$ cat src/rtl/mem_master_pkg.sv
// Shared types and default widths for the mem_master request path.
package mem_master_pkg;

  localparam int MM_ADDR_W  = 5;
  localparam int MM_DATA_W  = 16;
  localparam int MM_DEPTH   = 4;
  localparam int MM_TIMEOUT = 15;

  typedef enum logic [1:0] {
    ST_IDLE  = 2'd0,
    ST_REQ   = 2'd1,
    ST_GAP   = 2'd2,
    ST_DRAIN = 2'd3
  } state_e;

  typedef struct packed {
    logic                 we;
    logic [MM_ADDR_W-1:0] addr;
    logic [MM_DATA_W-1:0] wdata;
  } mem_req_t;

endpackage

$ cat src/rtl/mem_req_fifo.sv
// Synchronous request FIFO; pointers carry a wrap bit so full/empty need no counter.
module mem_req_fifo #(
  parameter int WIDTH = 22,
  parameter int DEPTH = 4
) (
  input  logic             clk,
  input  logic             rst_n,
  input  logic             i_push,
  input  logic [WIDTH-1:0] i_din,
  input  logic             i_pop,
  output logic             o_full,
  output logic             o_empty,
  output logic [WIDTH-1:0] o_head
);

  localparam int PTR_W = $clog2(DEPTH);
  localparam logic [PTR_W:0] PTR_ONE = {{PTR_W{1'b0}}, 1'b1};

  logic [PTR_W:0]   r_wr_ptr;
  logic [PTR_W:0]   r_rd_ptr;
  logic [WIDTH-1:0] r_mem [DEPTH];
  logic             w_push_ok;
  logic             w_pop_ok;

  // Status flags, gated handshakes and head-of-queue read.
  always_comb begin
    o_full    = (r_wr_ptr[PTR_W] != r_rd_ptr[PTR_W]) &&
                (r_wr_ptr[PTR_W-1:0] == r_rd_ptr[PTR_W-1:0]);
    o_empty   = (r_wr_ptr == r_rd_ptr);
    w_push_ok = i_push && !o_full;
    w_pop_ok  = i_pop && !o_empty;
    o_head    = r_mem[r_rd_ptr[PTR_W-1:0]];
  end

  // Pointer and storage update.
  always_ff @(posedge clk or negedge rst_n) begin
    if (!rst_n) begin
      r_wr_ptr <= {(PTR_W+1){1'b0}};
      r_rd_ptr <= {(PTR_W+1){1'b0}};
      for (int i = 0; i < DEPTH; i++) begin
        r_mem[i] <= {WIDTH{1'b0}};
      end
    end else begin
      if (w_push_ok) begin
        r_mem[r_wr_ptr[PTR_W-1:0]] <= i_din;
        r_wr_ptr                   <= r_wr_ptr + PTR_ONE;
      end
      if (w_pop_ok) begin
        r_rd_ptr <= r_rd_ptr + PTR_ONE;
      end
    end
  end

endmodule

$ cat src/rtl/mem_master.sv
// In-order initiator for the memread/memwrite/mem_done wait-state memory handshake.
// Define MEM_MASTER_TIMEOUT_EN to add the REQ watchdog, abort response and DRAIN state.
module mem_master
  import mem_master_pkg::*;
#(
  parameter int ADDR_W  = MM_ADDR_W,
  parameter int DATA_W  = MM_DATA_W,
  parameter int DEPTH   = MM_DEPTH,
  parameter int TIMEOUT = MM_TIMEOUT
) (
  input  logic              clk,
  input  logic              rst_n,
  input  logic              req_valid,
  output logic              req_ready,
  input  logic              req_we,
  input  logic [ADDR_W-1:0] req_addr,
  input  logic [DATA_W-1:0] req_wdata,
  output logic              rsp_valid,
  output logic [DATA_W-1:0] rsp_rdata,
  output logic              rsp_err,
  output logic              busy,
  output logic [ADDR_W-1:0] addr,
  output logic [DATA_W-1:0] wdata,
  output logic              memread,
  output logic              memwrite,
  input  logic [DATA_W-1:0] rdata,
  input  logic              mem_done
);

  localparam int ENTRY_W = 1 + ADDR_W + DATA_W;

  logic               w_push;
  logic               w_pop;
  logic               w_full;
  logic               w_empty;
  logic               w_load;
  logic [ENTRY_W-1:0] w_push_entry;
  logic [ENTRY_W-1:0] w_head;
  logic               w_head_we;
  logic [ADDR_W-1:0]  w_head_addr;
  logic [DATA_W-1:0]  w_head_wdata;

  state_e             r_state;
  logic [ADDR_W-1:0]  r_addr;
  logic [DATA_W-1:0]  r_wdata;
  logic               r_memread;
  logic               r_memwrite;
  logic               r_rsp_valid;
  logic [DATA_W-1:0]  r_rsp_rdata;

`ifdef MEM_MASTER_TIMEOUT_EN
  localparam int CNT_W = $clog2(TIMEOUT + 1);
  localparam logic [CNT_W-1:0] CNT_LAST = CNT_W'(TIMEOUT - 1);
  localparam logic [CNT_W-1:0] CNT_ONE  = {{(CNT_W-1){1'b0}}, 1'b1};

  logic [CNT_W-1:0]   r_cnt;
  logic               r_rsp_err;
  logic               w_cnt_last;
`endif

  assign w_push_entry = {req_we, req_addr, req_wdata};
  assign {w_head_we, w_head_addr, w_head_wdata} = w_head;

  mem_req_fifo #(
    .WIDTH (ENTRY_W),
    .DEPTH (DEPTH)
  ) u_fifo (
    .clk     (clk),
    .rst_n   (rst_n),
    .i_push  (w_push),
    .i_din   (w_push_entry),
    .i_pop   (w_pop),
    .o_full  (w_full),
    .o_empty (w_empty),
    .o_head  (w_head)
  );

  // Handshake decode; a same-edge mem_done wins over the watchdog.
  always_comb begin
    w_push = req_valid && !w_full;
    w_load = !w_empty && ((r_state == ST_IDLE) || (r_state == ST_GAP));
`ifdef MEM_MASTER_TIMEOUT_EN
    w_cnt_last = (r_cnt == CNT_LAST);
    w_pop      = (r_state == ST_REQ) && (mem_done || w_cnt_last);
`else
    w_pop      = (r_state == ST_REQ) && mem_done;
`endif
  end

  // Transaction FSM with registered memory strobes and response outputs.
  always_ff @(posedge clk or negedge rst_n) begin
    if (!rst_n) begin
      r_state     <= ST_IDLE;
      r_addr      <= {ADDR_W{1'b0}};
      r_wdata     <= {DATA_W{1'b0}};
      r_memread   <= 1'b0;
      r_memwrite  <= 1'b0;
      r_rsp_valid <= 1'b0;
      r_rsp_rdata <= {DATA_W{1'b0}};
`ifdef MEM_MASTER_TIMEOUT_EN
      r_cnt       <= {CNT_W{1'b0}};
      r_rsp_err   <= 1'b0;
`endif
    end else begin
      r_rsp_valid <= 1'b0;
`ifdef MEM_MASTER_TIMEOUT_EN
      r_rsp_err   <= 1'b0;
`endif
      if (w_load) begin
        r_addr     <= w_head_addr;
        r_wdata    <= w_head_wdata;
        r_memread  <= !w_head_we;
        r_memwrite <= w_head_we;
        r_state    <= ST_REQ;
`ifdef MEM_MASTER_TIMEOUT_EN
        r_cnt      <= {CNT_W{1'b0}};
`endif
      end else begin
        case (r_state)
          ST_IDLE: begin
            r_state <= ST_IDLE;
          end
          ST_REQ: begin
            if (mem_done) begin
              r_rsp_valid <= 1'b1;
              r_rsp_rdata <= r_memwrite ? {DATA_W{1'b0}} : rdata;
              r_memread   <= 1'b0;
              r_memwrite  <= 1'b0;
              r_state     <= ST_GAP;
            end
`ifdef MEM_MASTER_TIMEOUT_EN
            else if (w_cnt_last) begin
              r_rsp_valid <= 1'b1;
              r_rsp_err   <= 1'b1;
              r_rsp_rdata <= {DATA_W{1'b0}};
              r_memread   <= 1'b0;
              r_memwrite  <= 1'b0;
              r_cnt       <= {CNT_W{1'b0}};
              r_state     <= ST_DRAIN;
            end else begin
              r_cnt <= r_cnt + CNT_ONE;
            end
`endif
          end
          ST_GAP: begin
            r_state <= ST_IDLE;
          end
`ifdef MEM_MASTER_TIMEOUT_EN
          // Give an abandoned memory access time to finish before the next strobe.
          ST_DRAIN: begin
            if (mem_done || w_cnt_last) begin
              r_state <= ST_GAP;
            end else begin
              r_cnt <= r_cnt + CNT_ONE;
            end
          end
`endif
          default: begin
            r_state    <= ST_IDLE;
            r_memread  <= 1'b0;
            r_memwrite <= 1'b0;
          end
        endcase
      end
    end
  end

  assign req_ready = !w_full;
  assign busy      = !w_empty || (r_state != ST_IDLE);
  assign addr      = r_addr;
  assign wdata     = r_wdata;
  assign memread   = r_memread;
  assign memwrite  = r_memwrite;
  assign rsp_valid = r_rsp_valid;
  assign rsp_rdata = r_rsp_rdata;
`ifdef MEM_MASTER_TIMEOUT_EN
  assign rsp_err   = r_rsp_err;
`else
  assign rsp_err   = 1'b0;
`endif

endmodule

$ cat config.mk
export PLATFORM = sky130hd
export DESIGN_NAME = mem_master
export DESIGN_NICKNAME = d
export VERILOG_FILES = /design/src/rtl/mem_master_pkg.sv /design/src/rtl/mem_req_fifo.sv /design/src/rtl/mem_master.sv
export SDC_FILE = /design/constraint.sdc
export NUM_CORES = 1
export LEC_CHECK = 0
export BUFFER_PORTS_ARGS = -buffer_cell sky130_fd_sc_hd__buf_2
export CAP_MARGIN = 20
export CORE_MARGIN = 2
export CORE_UTILIZATION = 45
export DETAILED_ROUTE_END_ITERATION = 8
export GPL_TIMING_DRIVEN = 0
export PLACE_DENSITY = 0.68
export SYNTH_ARGS = -nofsm -noshare
export SYNTH_HDL_FRONTEND = slang
export SYNTH_SLANG_ARGS = --single-unit
$ cat constraint.sdc
create_clock -name clk -period 1.6 [get_ports clk]
set_input_delay 0 -clock clk [delete_from_list [all_inputs] [get_ports clk]]
set_output_delay 0 -clock clk [all_outputs]
set_load 0.01 [all_outputs]
## Word level (Yosys, flattened, before mapping)

Index checks and enable logic that the tools add are counted.

- Register bits: 136
- Bits of input ports: 42
- Output and inout port bits: 43
- Logic and storage cells: 62

- Add/subtract/negate cells: 2
- Order comparisons: 3
- Eq/ne operators: 7
- Mux-type cells: 17
- Bitwise logic cells: 3
- Reduce and logical (&&, ||, !) cells: 17

Operators with widths:

| operator | number |
|---|---|
| 88-bit bitwise mux | 1 |
| 22-bit two-way mux | 3 |
| 22-bit binary-select mux with 2-bit select | 1 |
| 22-bit demux with 2-bit select | 1 |
| 16-bit two-way mux | 1 |
| 1-bit logical AND | 7 |
| 3-bit by 1-bit adder with 3-bit output (second input constant) | 2 |
| 3-bit greater-or-equal comparator (second input constant) | 2 |
| 1-bit two-way mux | 6 |
| 2-bit two-way mux | 3 |
| 2-bit inverter with 3-bit output | 2 |
| 3-bit == test | 1 |
| 1-bit logical NOT | 3 |
| 3-bit by 1-bit less-than comparator with 1-bit output (second input constant) | 1 |
| 3-bit != test (second input constant) | 1 |
| 3-bit AND reduction | 1 |
| 2-bit by 1-bit == test with 1-bit output (second input constant) | 1 |
| 2-bit == test | 1 |
| 2-bit == test (second input constant) | 1 |
| 2-bit logical NOT | 1 |
| 1-bit logical OR | 2 |
| 2-bit by 1-bit != test with 1-bit output (second input constant) | 1 |
| 1-bit case mux with 2 select lines | 1 |
| 2-bit AND reduction | 1 |
| other kinds (4) | 4 |

## Depth between registers and ports, before layout

Gate-level depths: netlist of run 1.

- Depth in word-level cells: 6
- Mapped depth: 6
- Depth with buffers taken out: 5

## By module

A second synthesis of run 1 with hierarchy kept.

- Cell total of the unflattened synthesis: 379
- Area total of the unflattened synthesis: 6462.4 um^2

By module, submodules not included:

| module | times used | cells an instance | area an instance (um^2) | seq. area each (um^2) |
|---|---|---|---|---|
| mem_req_fifo | 1 | 258 | 4662.0 | 2352.3 |
| mem_master | 1 | 121 | 1800.5 | 1051.0 |

## Least setup slack after synthesis of run 1

No wires, ideal clock.

- Path type: register to register
- Start: register u_fifo.r_rd_ptr[1]
- End: register u_fifo.r_mem[23] (netlist name)
- Setup time: 0.125 ns
- Data arrival time: 1.612 ns
- Required time: 1.475 ns
- Setup slack: -0.137 ns
- Cell stages (with the launch flop): 7
- Buffers on the path: 3
- Clock period less this slack: 1.737 ns
- Cell sequence: dfrtp_1 > buf_6 > xnor2_2 > buf_4 > a31oi_4 > buf_6 > mux2_2

- Longest elaborated chain between the ends: 5

Ends and longest elaborated chain:

| item | line | text |
|---|---|---|
| start, declared | mem_req_fifo.sv:20 | `logic [PTR_W:0] r_rd_ptr;` |
| start signal, assigned | mem_req_fifo.sv:39 | `r_rd_ptr <= {(PTR_W+1){1'b0}};` |
| start signal, assigned | mem_req_fifo.sv:49 | `r_rd_ptr <= r_rd_ptr + PTR_ONE;` |
| 2-bit == test * | mem_req_fifo.sv:28 | `(r_wr_ptr[PTR_W-1:0] == r_rd_ptr[PTR_W-1:0]);` |
| 1-bit logical AND * | mem_req_fifo.sv:27 | `o_full = (r_wr_ptr[PTR_W] != r_rd_ptr[PTR_W]) &&` |
| 1-bit logical NOT * | mem_req_fifo.sv:30, mem_master.sv:80 |  |
| 1-bit logical AND | mem_master.sv:80 | `w_push = req_valid && !w_full;` |
| 1-bit logical AND * | mem_req_fifo.sv:30 | `w_push_ok = i_push && !o_full;` |
| end signal, assigned by index | mem_req_fifo.sv:41 | `r_mem[i] <= {WIDTH{1'b0}};` |
| end signal, assigned by index | mem_req_fifo.sv:45 | `r_mem[r_wr_ptr[PTR_W-1:0]] <= i_din;` |
| end, declared | mem_req_fifo.sv:21 | `logic [WIDTH-1:0] r_mem [DEPTH];` |

Mark *: on every way between the ends. The rest lies on a longest branch, timed or not.
A chain may end at the register's enable or synchronous reset.

## Worst setup path in the final report of run 1

- Start: register u_fifo.r_wr_ptr[1]
- End: register u_fifo.r_mem[26] (netlist name)

- Longest elaborated chain between the ends: 6
- Elaborated cells on any way between the ends: 12
- Classes of those cells: 2 x order compare; 1 x eq/ne; 3 x mux; 1 x bitwise; 5 x reduce/logical

Ends and longest elaborated chain:

| item | line | text |
|---|---|---|
| start, declared | mem_req_fifo.sv:19 | `logic [PTR_W:0] r_wr_ptr;` |
| start signal, assigned | mem_req_fifo.sv:38 | `r_wr_ptr <= {(PTR_W+1){1'b0}};` |
| start signal, assigned | mem_req_fifo.sv:46 | `r_wr_ptr <= r_wr_ptr + PTR_ONE;` |
| 2-bit inverter with 3-bit output (not written as such) | mem_req_fifo.sv:45 |  |
| 3-bit greater-or-equal comparator (not written as such) or 3-bit by 1-bit less-than comparator with 1-bit output (tied branches) | mem_req_fifo.sv:45 |  |
| 1-bit logical AND (not written as such) | mem_req_fifo.sv:45 |  |
| 22-bit two-way mux (not written as such) | mem_req_fifo.sv:45 |  |
| 22-bit demux with 2-bit select | mem_req_fifo.sv:45 |  |
| 88-bit bitwise mux | mem_req_fifo.sv:45 |  |

Several ways; a longest one is shown, not always the timed one.

==> results of run 1 <==
==> layout by cell type (no fill, tap or decap), drive strengths merged <==
master / count
dlygate4sd3: 41
xnor2: 4
o21ai: 16
or2: 1
xor2: 4
o311ai: 1
nor3b: 1
inv: 8
mux4: 22
a31oi: 7
nand2: 21
a22o: 1
nand3b: 1
bufinv: 4
clkinv: 9
conb: 1
ha: 5
a311oi: 1
mux2: 111
or3: 1
dfrtp: 136
a41o: 1
clkbuf: 29
clkinvlp: 1
buf: 146
a311o: 1
nand2b: 16
nand3: 2
==> sequential cells by signal, summed over array words and instances (netlist names), 2 cells and up <==
signal / flops
wdata: 16
u_fifo.r_mem: 88
u_fifo.r_rd_ptr: 3
r_state: 2
rsp_rdata: 16
addr: 5
u_fifo.r_wr_ptr: 3
==> routing by layer <==
| metal | part of all wire, % | track usage, % |
|---|---|---|
| met1 | 46 | 28.0 |
| met3 | 3.0 | 4.37 |
| met4 | 1.2 | 8.09 |
| met5 | 0 | 0 |
| met2 | 50 | 32.5 |
==> final timing paths <==
kind                                                start                             end  depth (start not counted)
hold reg to reg                  rsp_rdata[3]$_DFFE_PN0P_        rsp_rdata[3]$_DFFE_PN0P_                          2
max in group asynchronous                           rst_n  u_fifo.r_wr_ptr[2]$_DFFE_PN0P_                          3
hold / removal                                      rst_n            wdata[1]$_DFFE_PN0P_                          2
min in group clk                                 rdata[9]        rsp_rdata[9]$_DFFE_PN0P_                          4
setup / recovery           u_fifo.r_wr_ptr[1]$_DFFE_PN0P_    u_fifo.r_mem[26]$_DFFE_PN0P_                          7
setup reg to reg           u_fifo.r_wr_ptr[1]$_DFFE_PN0P_    u_fifo.r_mem[26]$_DFFE_PN0P_                          7
==> cell type report <==
type	instances	area share [%]
Sequential cell	136	38.6
Multi-Input combinational cell	218	30.8
Timing Repair Buffer	177	17.7
Clock buffer	18	4.97
Buffer	21	3.02
Tap cell	176	2.49
Clock inverter	14	2.04
Inverter	8	0.340
==> synth_stat cells (all sizes together) <==
master	instances
a31oi	7
a41o	1
mux2	111
conb	1
buf	17
a311oi	1
or3	1
nand2b	16
o311ai	1
a22o	1
xor2	4
or2	1
a311o	1
inv	8
mux4	22
ha	5
nand3	2
clkbuf	6
o21ai	16
nor3b	1
xnor2	4
dfrtp	136
nand2	21
nand3b	1
==> power breakdown <==
group          total (mW)  internal (mW)  switching, mW
Clock                4.12           2.63           1.49
Sequential           6.33           5.24           1.09
Combinational        10.5           6.47           4.03
==> logic make-up (layout without fill, tap and decap cells) <==
logic type / after synthesis / after routing / share of synthesized area, %
compound gates: 28 / 28 / 4.04
xor+xnor: 8 / 8 / 1.71
fa+ha+maj: 5 / 5 / 1.03
buf+inv: 31 / 238 / 3.51
flops: 136 / 136 / 56.1
mux: 133 / 133 / 30.0
other cells: 1 / 1 / 0.0618
simple gates: 43 / 43 / 3.57
==> what timing repair did <==
item,4_1_cts,5_1_grt
resized for setup,77,31
pin swaps,6,8
endpoints found under the hold margin,242,0
setup endpoints to repair,115,118
buffers inserted,27,22
gates cloned,5,5
hold buffers,41,0
==> stage by stage <==
stage	cell area, um^2	util, %	instances	setup slack (ns)	power [mW]
3_5_place_dp	6800	51.6	645	-0.301	13.6
6_report	8840	67.0	768	-0.286	20.9
5_1_grt	8840	67.0	768	-0.330	22.0
3_3_place_gp	6770	51.3	644	-1.23	13.3
2_1_floorplan	6130	-	385	-0.0768	11.7
4_1_cts	8500	64.4	750	-0.217	19.8
==> results.yml, run 1 <==
layout:
  drive_gt1_share_pct: 57.4
  fill_cells: 869
  seq_area_um2: 3410
  fin_nets: 626
  area_growth_pct: 45.7
  antenna-diode-count: 0
  multiInputGateArea_um2: 2720
yosys:
  synth_cell_types: 30
  avgSynthCellArea_um2: 15.8
  synth_fp_nets: 432
  synth_warnings: 0
  synth_top_area_share_pct: 56.1
  netlist_instances: 385
  seq_area_frac_synth_pct: 56.1
  yosysTopAreaCell: "dfrtp_1"
  mappedNetlistArea_um2: 6060
  yosys-top-cells-area: "dfrtp_1 (56%), mux2_2 (17%), mux4_2 (8.2%), mux2_4 (4.7%), buf_6 (1.9%)"
  ys_ff_latch: 136
floorplanning:
  start_util_pct: 46.0
  die_area_um2: 14400
  rows: 42
  io_pins: 85
  die_h_um: 120
  die_x_um: 120
  core_area_um2: 13200
critical_path:
  worstSetupPathType: "flip-flop to flip-flop"
  endpoint_kind: "flip-flop"
  r2r_setup_slack_ns: -0.29
  cpPeakStageDelay_ns: 0.47
  cp-start-kind: "flip-flop"
  cp_data_arrival_time_ns: 2.19
  path_buf_inv: 4
  crit_required_ns: 1.91
  cpMaxStageDelayCell: "dfrtp_2"
  crit_fanout: 7
  crit_family: "buffers and inverters"
  worstPathCellList: "xnor2_4 -> buf_8 -> buf_4 -> a31oi_4 -> buf_12 -> clkbuf_16 -> mux2_4"
outcome:
  status: "complete, but fails checks"
  violations: "setup timing"
global_route:
  grt_max_degree: 95
  first_global_vias: 4047
  antenna_found_initial: 0
  grt_pass1_wl_um: 22200
  grtUsageTotal_pct: 20.6
  grt_overflow: 0
sta:
  final_max_slew_viol_count: 0
  fin_crit_sh_pct: 118
  layout_setup_ws_ns: -0.286
  timing.fmax_mhz: 530
  report.final.hold_viol_count: 0
  finalClockSkew_ns: 0.00612
  hold_slack_ns: 0.0648
  worst_pin_slew_ns: 0.503
  slew_headroom_pct: 66.5
  rsz0062_at_grt: "true"
  setup_viol: 116
  tns_ns: -23.18
  min_period_ns: 1.89
route:
  vias: 3921
  drc: 0
  drt_iter0_drc: 190
  wl_per_cell_um: 19.3
  via_per_inst: 5.11
  wirelength_um: 14800
  drt_pass1_iterations: 4
  ant_nets: 0
cts:
  htree_levels: 4
  path_clk_slew_ns: 0.06
  cts.sinks: 136
  clk_path_buf_depth: 2
  clock_latency_ns: 0.42
  cts_tree: "built"
  cts_buffers: 17
  root_buffer: "clkbuf_16"
placement:
  routabilityCongestion: 0.728
  dp_hpwl_um: 7870
  io_buffers: 83
power:
  p_leak_nw: 4.05
  p_per_area_nw_per_um2: 2370
  ir_worst_vdd_mv: 1.11
job:
  drv_cap: 0
worst_hold_path:
  hold_class: "input pin to async pin"
No activity file was read; power rests on OpenSTA's default activity.
==> run 2: changes to the inputs <==
Settings changed: CTS_BUF_LIST set to sky130_fd_sc_hd__clkbuf_4 sky130_fd_sc_hd__clkbuf_8, SLEW_MARGIN set to 20.
==> run 2 against run 1 <==
  * The flow still finishes with violations (setup timing)
  * Final area shrank 2.2%
  * Count of clock-buffer cells in the layout is the same
  * Worst setup slack lost 0.0011 ns
  * Global-route usage shrank 0.90 points
  * Via count shrank 0.23%
  * Sequential share of layout area grew 0.87 points
  * Critical path depth is the same
  * Register-to-register slack is essentially flat
  * Sequential cell count is the same
  * Routed wire length grew 0.26%
  * Largest cell class unchanged
==> results.yml, run 2 (same netlist as run 1, synthesis figures left out) <==
power:
  p_sw_share_pct: 32.6
  pwr-share-seq_pct: 31.6
  finalPower_mw: 20.1
  pwr-share-clk_pct: 15.3
  p_comb_share_pct: 53.1
  p_leak_nw: 3.96
  ir_worst_vdd_mv: 0.971
  p_int_mw: 13.5
  p_per_area_nw_per_um2: 2320
  power.switching_mw: 6.54
cts:
  clock_latency_ns: 0.45
  cts_buffers: 17
  root_buffer: "clkbuf_8"
  htree_levels: 4
  cts.sinks: 136
  clk_path_buf_depth: 2
  path_clk_slew_ns: 0.08
  cts_tree: "built"
sta:
  report.final.hold_viol_count: 0
  tns_ns: -24.60
  fin_crit_sh_pct: 118
  rsz0062_at_grt: "true"
  finalClockSkew_ns: 0.0106
  timing.fmax_mhz: 530
  final_max_slew_viol_count: 0
  hold_slack_ns: 0.0304
  setup_viol: 115
  min_period_ns: 1.89
  layout_setup_ws_ns: -0.287
critical_path:
  cpMaxStageDelayCell: "dfrtp_2"
  cp-start-kind: "flip-flop"
  cp_data_arrival_time_ns: 2.22
  rr_startpoint: "u_fifo.r_wr_ptr[0]$_DFFE_PN0P_"
  worstPathCellList: "xnor2_4 -> buf_6 -> buf_12 -> a31oi_4 -> buf_12 -> buf_8 -> mux2_2"
  worstSetupPathType: "flip-flop to flip-flop"
  cpMostUsedCell: "buf_12"
  crit_required_ns: 1.93
  crit_family: "buffers and inverters"
  r2r_setup_slack_ns: -0.29
  cpPeakStageDelay_ns: 0.47
  worstReg2RegEnd: "u_fifo.r_mem[73]$_DFFE_PN0P_"
  crit_fanout: 10
  endpoint_kind: "flip-flop"
  path_buf_inv: 4
  worstRegToRegCells: 7
global_route:
  gr-usage-met1_pct: 26.2
  antenna_found_initial: 0
  top_usage_layer: "met2"
  grt_use_met2_pct: 31.9
  grt_pass1_wl_um: 21600
  grt_max_degree: 95
  gr-usage-met3_pct: 4.80
  grtUsageTotal_pct: 19.7
  grt_overflow: 0
  first_global_vias: 4067
job:
  drv_cap: 0
layout:
  final_cell_mix: "dfrtp_1 (130), buf_2 (81), mux2_4 (73)"
  drive_gt1_share_pct: 57.0
  final_area_um2: 8650
  fin_nets: 623
  largest_reg_flops: 88
  seq_area_um2: 3410
  fin_util_pct: 65.5
  top_register: "u_fifo.r_mem"
  antenna-diode-count: 0
  fin_cells: 765
  mostFrequentLayoutCell: "dfrtp_1"
  multiInputGateArea_um2: 2750
  fill_cells: 878
  area_growth_pct: 42.6
route:
  wl_per_cell_um: 19.5
  drc: 0
  ant_nets: 0
  vias: 3912
  wirelength_um: 14900
  drt_iter0_drc: 210
  drt_pass1_iterations: 4
  via_per_inst: 5.11
placement:
  placed_area_um2: 6810
  dp_hpwl_um: 7870
  dp.cells: 645
  io_buffers: 83
  pre_cts_ws_ns: -0.301
  routabilityCongestion: 0.728
floorplanning:
  die_h_um: 120
  die_area_um2: 14400
  core_area_um2: 13200
  io_pins: 85
  rows: 42
  die_x_um: 120
  start_util_pct: 46.0
outcome:
  violations: "setup timing"
  status: "complete, but fails checks"
worst_hold_path:
  hold_class: "input pin to async pin"
==> run 2: how the worst max path moves through the flow <==
stage / start / endpoint / depth (start not counted)
floorplan: u_fifo.r_rd_ptr[0]$_DFFE_PN0P_ / u_fifo.r_mem[23]$_DFFE_PN0P_ / 6
CTS: u_fifo.r_wr_ptr[1]$_DFFE_PN0P_ / busy / 5
detailed placement: u_fifo.r_rd_ptr[1]$_DFFE_PN0P_ / wdata[12]$_DFFE_PN0P_ / 4
finish: u_fifo.r_wr_ptr[0]$_DFFE_PN0P_ / u_fifo.r_mem[73]$_DFFE_PN0P_ / 7
global placement: rst_n / u_fifo.r_mem[11]$_DFFE_PN0P_ / 1
global route: u_fifo.r_wr_ptr[1]$_DFFE_PN0P_ / busy / 5
==> run 2: power groups by stage <==
stage                     logic [mW]  clock network [mW]  registers (mW)
after floorplan                 5.47                   0            6.24
after global placement          7.19                   0            6.14
after detailed placement        7.38                   0            6.25
after CTS                       9.20                3.12            6.24
after global routing            11.3                3.29            6.54
final                           10.7                3.08            6.34
==> run 2: layout make-up <==
type                    instances  share of cell area [%]
clock inverters                14                    2.08
inverters                       8                   0.347
clock buffers                  18                    2.87
multi-input cells             218                    31.8
repair buffers                175                    17.9
flip-flops and latches        136                    39.5
well taps                     176                    2.55
plain buffers                  20                    3.07
==> run 2: routing by layer <==
layer  wire (um)  vias up
met2        7510       71
met4         254        0
met1        6590     2054
li1            -     1764
met3         530       23
met5           0        -
==> run 2: what timing repair did <==
action,in CTS,in global routing
hold endpoints to repair,242,0
endpoints found under the setup margin,115,121
gates resized for setup,69,42
hold buffers,41,0
pin swaps,8,12
setup buffers,25,17
gates cloned,2,7
==> run 3: changes to the inputs <==
Settings changed: ABC_AREA set to 1, PLACE_DENSITY 0.68 to 0.67.
==> run 3 against run 2 <==
  * The run still ends with setup timing left
  * Combinational power down 25%
  * Synthesized area increased by 4.0%
  * Count of clock-buffer cells in the layout rose by 3
  * Final area decreased by 6.1%
  * Critical path depth is 2 lower
  * Sequential cell count is the same
  * Critical path type is now flip-flop to output port
  * Critical endpoint is now req_ready
  * Largest power group unchanged
==> results.yml, run 3 <==
yosys:
  yosysTopAreaCell: "dfrtp_1"
  synth_cell_types: 24
  synth_top_area_share_pct: 54.0
  synth_warnings: 0
  avgSynthCellArea_um2: 8.38
  synth_flop_cell: "dfrtp_1"
  seq_area_frac_synth_pct: 54.0
  ys_top_cells_by_count: "nand2_1 (290), dfrtp_1 (136), nand4_1 (90)"
  netlist_instances: 753
  synth_fp_nets: 800
  async_flop_share_pct: 100
  yosys-top-cells-area: "dfrtp_1 (54%), nand2_1 (17%), nand4_1 (8.9%), o21ai_0 (4.8%), nor2_1 (2.6%)"
  synth_edf_count: 0
  post-synth-top-count-cell: "nand2_1"
  mappedNetlistArea_um2: 6310
  ys_ff_latch: 136
critical_path:
  endpoint_kind: "output port"
  cpPeakStageDelay_ns: 0.48
  crit_required_ns: 1.60
  cpMostUsedCell: "buf_8"
  cp.depth: 5
  cp-start-kind: "flip-flop"
  crit_family: "flip-flops"
  worstPathCellList: "xnor2_4 -> nand3_4 -> buf_8 -> buf_8 -> buf_6"
  worstSetupPathType: "flip-flop to output port"
  worstRegToRegCells: 8
  path_buf_inv: 3
  crit_fanout: 7
  cpMaxStageDelayCell: "dfrtp_2"
  cp_data_arrival_time_ns: 1.68
route:
  wirelength_um: 18600
  dr_wl_met3_um: 1320
  met1_length_um: 8060
  top_layer: "met4"
  drc: 0
  drt_pass1_iterations: 5
  drt_iter0_drc: 486
  route.met2.wl_um: 8890
  vias: 5853
  ant_nets: 0
  via_per_inst: 5.34
  wl_per_cell_um: 17.0
power:
  p_int_mw: 9.58
  p_comb_share_pct: 47.7
  ir_worst_vdd_mv: 0.932
  pwr-share-clk_pct: 17.2
  pwr-share-seq_pct: 35.1
  power.switching_mw: 7.20
  p_leak_nw: 4.21
  p_sw_share_pct: 42.9
  p_per_area_nw_per_um2: 2070
placement:
  io_buffers: 83
  dp.cells: 1017
  routabilityCongestion: 0.865
  pre_cts_ws_ns: -0.356
  dp_hpwl_um: 12300
worst_hold_path:
  hold_class: "input pin to async pin"
layout:
  area_growth_pct: 28.7
  mostFrequentLayoutCell: "nand2_1"
  drive_gt1_share_pct: 20.7
  top_register: "u_fifo.r_mem"
  fill_cells: 1269
  final_cell_mix: "nand2_1 (287), dfrtp_1 (133), nand4_1 (90)"
  fin_nets: 951
  fin_cells: 1097
  antenna-diode-count: 0
  largest_reg_flops: 88
job:
  drv_cap: 0
sta:
  finalClockSkew_ns: 0.0116
  report.final.hold_viol_count: 0
  layout_setup_ws_ns: -0.0830
  final_max_slew_viol_count: 0
  min_period_ns: 1.68
  timing.fmax_mhz: 594
  worst_pin_slew_ns: 0.649
  rsz0062_at_grt: "true"
  fin_crit_sh_pct: 105
  setup_viol: 9
  slew_headroom_pct: 56.7
cts:
  htree_levels: 4
  cts_tree: "built"
  root_buffer: "clkbuf_8"
  clock_latency_ns: 0.47
  cts.sinks: 136
  cts_buffers: 17
  path_clk_slew_ns: 0.08
  clk_path_buf_depth: 2
floorplanning:
  core_area_um2: 13800
  io_pins: 85
  start_util_pct: 45.8
  die_h_um: 122
  die_x_um: 122
  die_area_um2: 15000
  rows: 43
outcome:
  status: "complete, but fails checks"
  violations: "setup timing"
global_route:
  grtUsageTotal_pct: 25.6
  first_global_vias: 5582
  grt_overflow: 0
  grt_max_degree: 95
  grt_pass1_wl_um: 29100
  antenna_found_initial: 0
## run 3: cell count changes in the layout (fill, tap and decap cells not counted), moves of 18 or more
cell / change
mux2_2: -38
o22ai_1: +18
mux2_4: -73
nor2_1: +43
o21ai_0: +43
nand2_1: +266
mux4_2: -22
nand4_1: +90
## run 3: cell type report
class | count | area (um^2) | area share, %
clock buffer | 21 | 277 | 3.41
inverter | 14 | 55.1 | 0.678
sequential | 136 | 3410 | 42.0
buffer | 59 | 452 | 5.57
timing repair buffer | 134 | 960 | 11.8
tap | 180 | 225 | 2.78
clock inverter | 11 | 123 | 1.51
multi-input combinational | 542 | 2620 | 32.3
## run 3: cell families (layout without fill, tap and decap cells)
group,after synthesis,count (layout),synth area share [%]
AND/OR/NAND/NOR,450,450,31.5
flip-flops,136,136,54.0
AO/OA/AOI/OAI,83,83,7.08
buffers and inverters,75,239,5.95
adder cells (fa/ha/maj),5,5,0.992
XOR/XNOR,3,3,0.417
other,1,1,0.0595
## run 3: worst paths after layout
path,startpoint,to,slack (ns)
max,u_fifo.r_wr_ptr[1]$_DFFE_PN0P_,req_ready,-0.08
min,rst_n,rsp_rdata[6]$_DFFE_PN0P_,0.02
max reg2reg,u_fifo.r_rd_ptr[0]$_DFFE_PN0P_,wdata[7]$_DFFE_PN0P_,-0.05
min reg2reg,u_fifo.r_mem[40]$_DFFE_PN0P_,u_fifo.r_mem[40]$_DFFE_PN0P_,0.47
max in group asynchronous,rst_n,u_fifo.r_mem[42]$_DFFE_PN0P_,0.79
min in group clk,rdata[14],rsp_rdata[14]$_DFFE_PN0P_,0.30
## run 3: repair_timing
| action | 4_1_cts | 5_1_grt |
|---|---|---|
| setup buffers | 5 | 5 |
| endpoints found under the hold margin | 243 | 0 |
| pin swaps | 5 | 4 |
| hold buffers | 41 | 0 |
| setup endpoints to repair | 112 | 112 |
| resized for setup | 37 | 45 |
## run 3: through the flow
| stage | util (%) | TNS (ns) | hold slack [ns] | power (mW) | area [um^2] |
|---|---|---|---|---|---|
| after floorplan | - | 0 | -0.296 | 10.5 | 6310 |
| after global placement | 50.4 | -199.59 | 0.232 | 12.8 | 6950 |
| after detailed placement | 50.7 | -13.36 | -0.0819 | 12.9 | 6990 |
| after CTS | 57.6 | -0.302 | 0.0140 | 16.3 | 7940 |
| after global routing | 58.9 | -4.22 | 0.0268 | 18.0 | 8120 |
| final | 58.9 | -0.288 | 0.0169 | 16.8 | 8120 |
## run 3: power groups by stage
stage	sequential, mW	clock [mW]	combinational (mW)
2_1_floorplan	5.95	0	4.54
3_3_place_gp	5.86	0	6.90
3_5_place_dp	5.91	0	7.02
4_1_cts	5.88	2.92	7.49
5_1_grt	6.06	3.10	8.84
6_report	5.89	2.88	8.01
## run 3: per-layer routing
layer | up-vias | global-route usage, %
met3 | 26 | 6.83
met1 | 2778 | 32.7
met4 | 0 | 8.19
met5 | - | 0
li1 | 2831 | -
met2 | 218 | 42.7
